### config.mk
export PLATFORM = sky130hd
export DESIGN_NAME = slow_ctl
export DESIGN_NICKNAME = d
export VERILOG_FILES = /design/src/rtl/slow_ctl.sv
export SDC_FILE = /design/constraint.sdc
export NUM_CORES = 1
export LEC_CHECK = 0
export BUFFER_PORTS_ARGS = -buffer_cell sky130_fd_sc_hd__buf_2
export CORE_MARGIN = 4
export CORE_UTILIZATION = 48
export CTS_BUF_LIST = sky130_fd_sc_hd__clkbuf_4
export DETAILED_ROUTE_END_ITERATION = 10
export HOLD_SLACK_MARGIN = 0.12
export PLACE_DENSITY_LB_ADDON = 0.15
export SKIP_LAST_GASP = 1
export SLEW_MARGIN = 25
export SYNTH_ARGS = -nofsm -noshare
export SYNTH_HDL_FRONTEND = slang
export SYNTH_SLANG_ARGS = --single-unit
### constraint.sdc
create_clock -name CLK -period 1.9 [get_ports CLK]
set_clock_uncertainty 0.2 [all_clocks]
set_input_delay 0.19 -clock CLK [delete_from_list [all_inputs] [get_ports CLK]]
set_output_delay 0.19 -clock CLK [all_outputs]
set_load 0.005 [all_outputs]
### src/rtl/slow_ctl.sv
// -----------------------------------------------------------------------------
// slow_ctl
//
// Slowdown request controller. Watches CPU bus cycles and peripheral chip
// selects and raises SlowReq while a slow-qualified peripheral is accessed.
// After the access ends, the request is held for SlowTimeout prescaler ticks.
// One tick lasts TICKDIV clock cycles.
//
// Parameters:
//   TICKDIV       CLK cycles per timeout tick (power of two, 2..256)
//
// Ports:
//   CLK           system clock; all logic runs on the rising edge
//   POR           synchronous active-high reset
//   BACT          CPU bus cycle active
//   IACKCS        interrupt-acknowledge cycle decoded
//   VIACS         VIA select
//   IWMCS         IWM select
//   SCCCS         SCC select
//   SCSICS        SCSI select
//   SndCS         sound buffer access
//   SlowIACK..SlowSnd  per-source slowdown enables
//   SlowClockGate gate-enable setting
//   SlowTimeout   hold-off length in ticks (sampled only at reload)
//   SlowReq       slowdown request to the clock switch (registered)
//   SlowGate      SlowReq && SlowClockGate (registered, aligned with SlowReq)
//   SlowCnt       current hold-off count (debug)
// -----------------------------------------------------------------------------
module slow_ctl #(
    parameter int TICKDIV = 64
) (
    input  logic       CLK,
    input  logic       POR,
    input  logic       BACT,
    input  logic       IACKCS,
    input  logic       VIACS,
    input  logic       IWMCS,
    input  logic       SCCCS,
    input  logic       SCSICS,
    input  logic       SndCS,
    input  logic       SlowIACK,
    input  logic       SlowVIA,
    input  logic       SlowIWM,
    input  logic       SlowSCC,
    input  logic       SlowSCSI,
    input  logic       SlowSnd,
    input  logic       SlowClockGate,
    input  logic [3:0] SlowTimeout,
    output logic       SlowReq,
    output logic       SlowGate,
    output logic [3:0] SlowCnt
);

    localparam int PW = (TICKDIV > 2) ? $clog2(TICKDIV) : 1;

    localparam logic [1:0] ST_IDLE   = 2'd0;
    localparam logic [1:0] ST_ACCESS = 2'd1;
    localparam logic [1:0] ST_HOLD   = 2'd2;

    logic [1:0]    state_q;
    logic [1:0]    state_d;
    logic [3:0]    cnt_q;
    logic [3:0]    cnt_d;
    logic [PW-1:0] presc_q;
    logic [PW-1:0] presc_d;
    logic          bactr_q;
    logic          req_q;
    logic          gate_q;

    logic          hit_s;
    logic          access_end_s;
    logic          tick_s;
    logic          hold_entry_s;
    logic          req_d_s;

    // Decode a slow-qualified access; only meaningful while a bus cycle is active.
    always_comb begin
        hit_s = BACT && ((IACKCS && SlowIACK) ||
                         (VIACS  && SlowVIA)  ||
                         (IWMCS  && SlowIWM)  ||
                         (SCCCS  && SlowSCC)  ||
                         (SCSICS && SlowSCSI) ||
                         (SndCS  && SlowSnd));
        access_end_s = !BACT && bactr_q;
        // TICKDIV is a power of two, so the wrap point is the all-ones value.
        tick_s = (presc_q == {PW{1'b1}});
    end

    // Next-state and hold-off count logic.
    always_comb begin
        state_d = state_q;
        cnt_d   = cnt_q;
        case (state_q)
            ST_IDLE: begin
                if (hit_s) begin
                    state_d = ST_ACCESS;
                end else begin
                    state_d = ST_IDLE;
                end
            end
            ST_ACCESS: begin
                // Enables are not re-checked here: only the bus cycle end exits.
                if (access_end_s) begin
                    cnt_d = SlowTimeout;
                    if (SlowTimeout == 4'd0) begin
                        state_d = ST_IDLE;
                    end else begin
                        state_d = ST_HOLD;
                    end
                end else begin
                    state_d = ST_ACCESS;
                end
            end
            ST_HOLD: begin
                // A new slow hit takes priority over a coincident tick.
                if (hit_s) begin
                    state_d = ST_ACCESS;
                end else if (tick_s && (cnt_q != 4'd0)) begin
                    cnt_d = cnt_q - 4'd1;
                    if (cnt_q == 4'd1) begin
                        state_d = ST_IDLE;
                    end else begin
                        state_d = ST_HOLD;
                    end
                end else if (cnt_q == 4'd0) begin
                    // Unreachable in normal operation; never sit in HOLD with nothing to drain.
                    state_d = ST_IDLE;
                end else begin
                    state_d = ST_HOLD;
                end
            end
            default: begin
                state_d = ST_IDLE;
                cnt_d   = 4'd0;
            end
        endcase
    end

    // Prescaler restarts on HOLD entry so the first drain tick is a full period away.
    always_comb begin
        hold_entry_s = (state_q == ST_ACCESS) && (state_d == ST_HOLD);
        if (hold_entry_s) begin
            presc_d = {PW{1'b0}};
        end else begin
            presc_d = presc_q + PW'(1);
        end
        req_d_s = (state_d != ST_IDLE);
    end

    // State, counters and registered outputs.
    always_ff @(posedge CLK) begin
        if (POR) begin
            state_q <= ST_IDLE;
            cnt_q   <= 4'd0;
            presc_q <= {PW{1'b0}};
            bactr_q <= 1'b0;
            req_q   <= 1'b0;
            gate_q  <= 1'b0;
        end else begin
            state_q <= state_d;
            cnt_q   <= cnt_d;
            presc_q <= presc_d;
            bactr_q <= BACT;
            req_q   <= req_d_s;
            gate_q  <= req_d_s && SlowClockGate;
        end
    end

    assign SlowReq  = req_q;
    assign SlowGate = gate_q;
    assign SlowCnt  = cnt_q;

endmodule

==> summary.txt <==
Synth
  • Post-synth top area share: 0.3252
  • Post-Syn Nets: ~130
  • Ys async rst share: 0
  • Syn Inst Count: ~100
  • Cell taking the most area after synthesis: dfxtp_1
  • Cell Area, Synth: ~920 um^2
  • Post-synth EDFFs: 0
  • Ys Warns: 0
  • Most used DFF post-synth: dfxtp_1
  • Netlist cell types: 36
  • Flops & latches, synth: 15
  • Register area share after synthesis: 0.3252
  • Average cell area after synthesis: 9.142 um^2
  • Synth top area cells: dfxtp_1 33%, ha_1 9.5%, nor2_1 5.3%

Power and ir drop
  • Power density cells: ~540 nW/um^2
  • Maximum vdd drop: roughly 0.46 mV
  • Leak: approximately 0.53 nW

STA
  • Fin Hold WS: ~0.19 ns
  • Slew HR: 0.7786
  • Peak Freq: roughly 0.54 GHz
  • Tmin final: 1.862 ns
  • Fin worst setup slack: around 0.038 ns
  • Part of the cycle the worst path needs: 0.9799
  • Slew @ Worst Pin: between 0.3 and 0.4 ns
  • Final Setup Violations: 0
  • Setup TNS: 0 ns
  • Unrepaired setup endpoints after global routing: yes
  • Final hold violation count: 0
  • Max Transition Viols Final: 0

Cells and area
  • Layout cells sized above 1: 0.3873
  • Most frequent cells in the layout: 25 x buf_2, 13 x dfxtp_1, 13 x nor2_1
  • Antenna cells: 0
  • Area grow syn2layout: 38.48%
  • Filler instances: 145
  • Commonest non-fill, non-tap cell in the layout: buf_2
  • Nets: between 150 and 200

Min path
  • Tightest Hold Check Type: in2reg

Die
  • DIE AREA: ~2700 um^2
  • Core Rows: 15
  • Vert. Die Dim: ~52 um
  • Core Region: roughly 1800 um^2
  • Die Width: ~52 um
  • # IOs: 26
  • Starting Density: 0.5179

Routing
  • Final ANT Viol Nets: 0
  • Vias per cell: 5.174
  • Via count: approximately 860
  • Drt pass-1 iters: 4
  • DR iter-0 viols: 23
  • Drt drc: 0
  • Detailed Route WL: between 2000 and 2500 um
  • Routed WL per cell: around 13 um

Clock network
  • TritonCTS clock tree: done
  • Sinks on Clock Net: 15
  • CTS Root Cell: clkbuf_4
  • CTS buffer count: 3
  • Clk slew on worst S/H paths: ~0.09 ns
  • Latest clock arrival within the worst-skew pair: 0.28 ns
  • Clock tree buffer depth: 2
  • CTS H-tree depth: 1

Setup path
  • Critical Path Start Type: input pin
  • CP Class: in2reg
  • WP data required: around 1.9 ns
  • Endpoint class of the critical path: flip-flop
  • Critical path arrival: approximately 1.8 ns
  • Max FO, Critical Path: 3

Global routing
  • GR Overflow Total: 0
  • Antenna violations before repair: 0
  • Total track usage: 0.1769
  • First-pass GRT wire length: about 3600 um
  • Vias in the first global route: 893
  • Largest net degree at the start of global routing: 12

Run
  • MaxCap Viol Count: 0

Place
  • Port bufs: 25
  • Gp weighted congestion: 0.8400
  • Hpwl dp: ~1500 um
  • Pre-CTS WS: approximately 0.024 ns

Outcome
  • Status: completed
==> cell families after synthesis <==
family	Yosys count	share of synthesized area
adders and majority gates	7	0.09485
xor gates and xnor gates	5	0.04743
DFF	15	0.3252
AOI/OAI and AO/OA	22	0.2263
muxes	3	0.03658
and+or+nand+nor	39	0.2277
buffers and inverters	10	0.04200
==> synth_stat cells (2+ instances only) <==
cell type and n:
nand2b_1 3, nor2_1 13, dfxtp_1 15, xor2_1 3, xnor2_1 2, a2bb2oi_1 2, a22o_1 2, nor3_1 3
a41oi_1 2, mux2_1 3, ha_1 7, nand3_1 3, o21ai_0 2, a21oi_1 4, nor2b_1 3, a22oi_1 2
nand2_1 6, inv_1 8
==> critical path, stage by stage <==
cell and delay, ns:
dlygate4sd3_1 0.53, buf_2 0.12, or4_1 0.57, a2bb2oi_1 0.30, a21boi_1 0.11
==> metrics by stage <==
step / util / instances / instance area (um^2) / power, mW
finish: 0.7172 / 167 / 1279 / 0.6963
global route: 0.7172 / 167 / 1279 / 0.7492
CTS: 0.6779 / 165 / 1209 / 0.6893
detailed placement: 0.6218 / 154 / 1109 / 0.4796
global placement: 0.6218 / 154 / 1109 / 0.4766
floorplan: - / 101 / 923.4 / 0.4301
==> where the power goes <==
| part | internal, mW | leakage, nW | switching, mW | total [mW] |
|---|---|---|---|---|
| combinational | 0.0815 | 0.392 | 0.0732 | 0.155 |
| clock | 0.0956 | 0.0184 | 0.100 | 0.196 |
| sequential | 0.331 | 0.124 | 0.0151 | 0.346 |
==> sequential cells by signal, indices dropped and copies added, names as in the netlist <==
register	count
SlowCnt	4
SlowReq	1
state_q	2
bactr_q	1
presc_q	6
SlowGate	1
==> area by class of cell <==
cell class | instances | area [um^2] | share of cell area
Clock buffer | 4 | 30.03 | 0.02348
Inverter | 8 | 30.03 | 0.02348
Sequential cell | 15 | 302.8 | 0.2368
Tap cell | 25 | 31.28 | 0.02446
Multi-Input combinational cell | 76 | 636.9 | 0.4980
Timing Repair Buffer | 39 | 247.7 | 0.1937
==> per-layer routing <==
metal  routed length, um  up-vias  global-route usage
li1                    -      445                   -
met1                1013      395              0.2368
met2                 983       22              0.2908
met3                  79        2             0.01719
met4                  14        0             0.06550
met5                   0        -                   0
==> worst paths after layout <==
| path | startpoint | end | slack, ns | cells past startpoint |
|---|---|---|---|---|
| max | SlowTimeout[0] | SlowReq$_SDFF_PP0_ | 0.04 | 5 |
| min | SlowTimeout[1] | presc_q[1]$_SDFF_PP0_ | 0.19 | 5 |
| max reg2reg | SlowCnt[1]$_SDFFE_PP0P_ | SlowCnt[0]$_SDFFE_PP0P_ | 0.06 | 6 |
| min reg2reg | presc_q[0]$_SDFF_PP0_ | presc_q[0]$_SDFF_PP0_ | 0.33 | 2 |
==> repair_timing <==
item                       in CTS  in global routing
hold endpoints to repair        7                  0
buffers inserted                0                  2
gates resized for setup         0                 15
hold buffers                    7                  0
setup endpoints to repair       0                 13
Power figures use the tool's default switching activity.
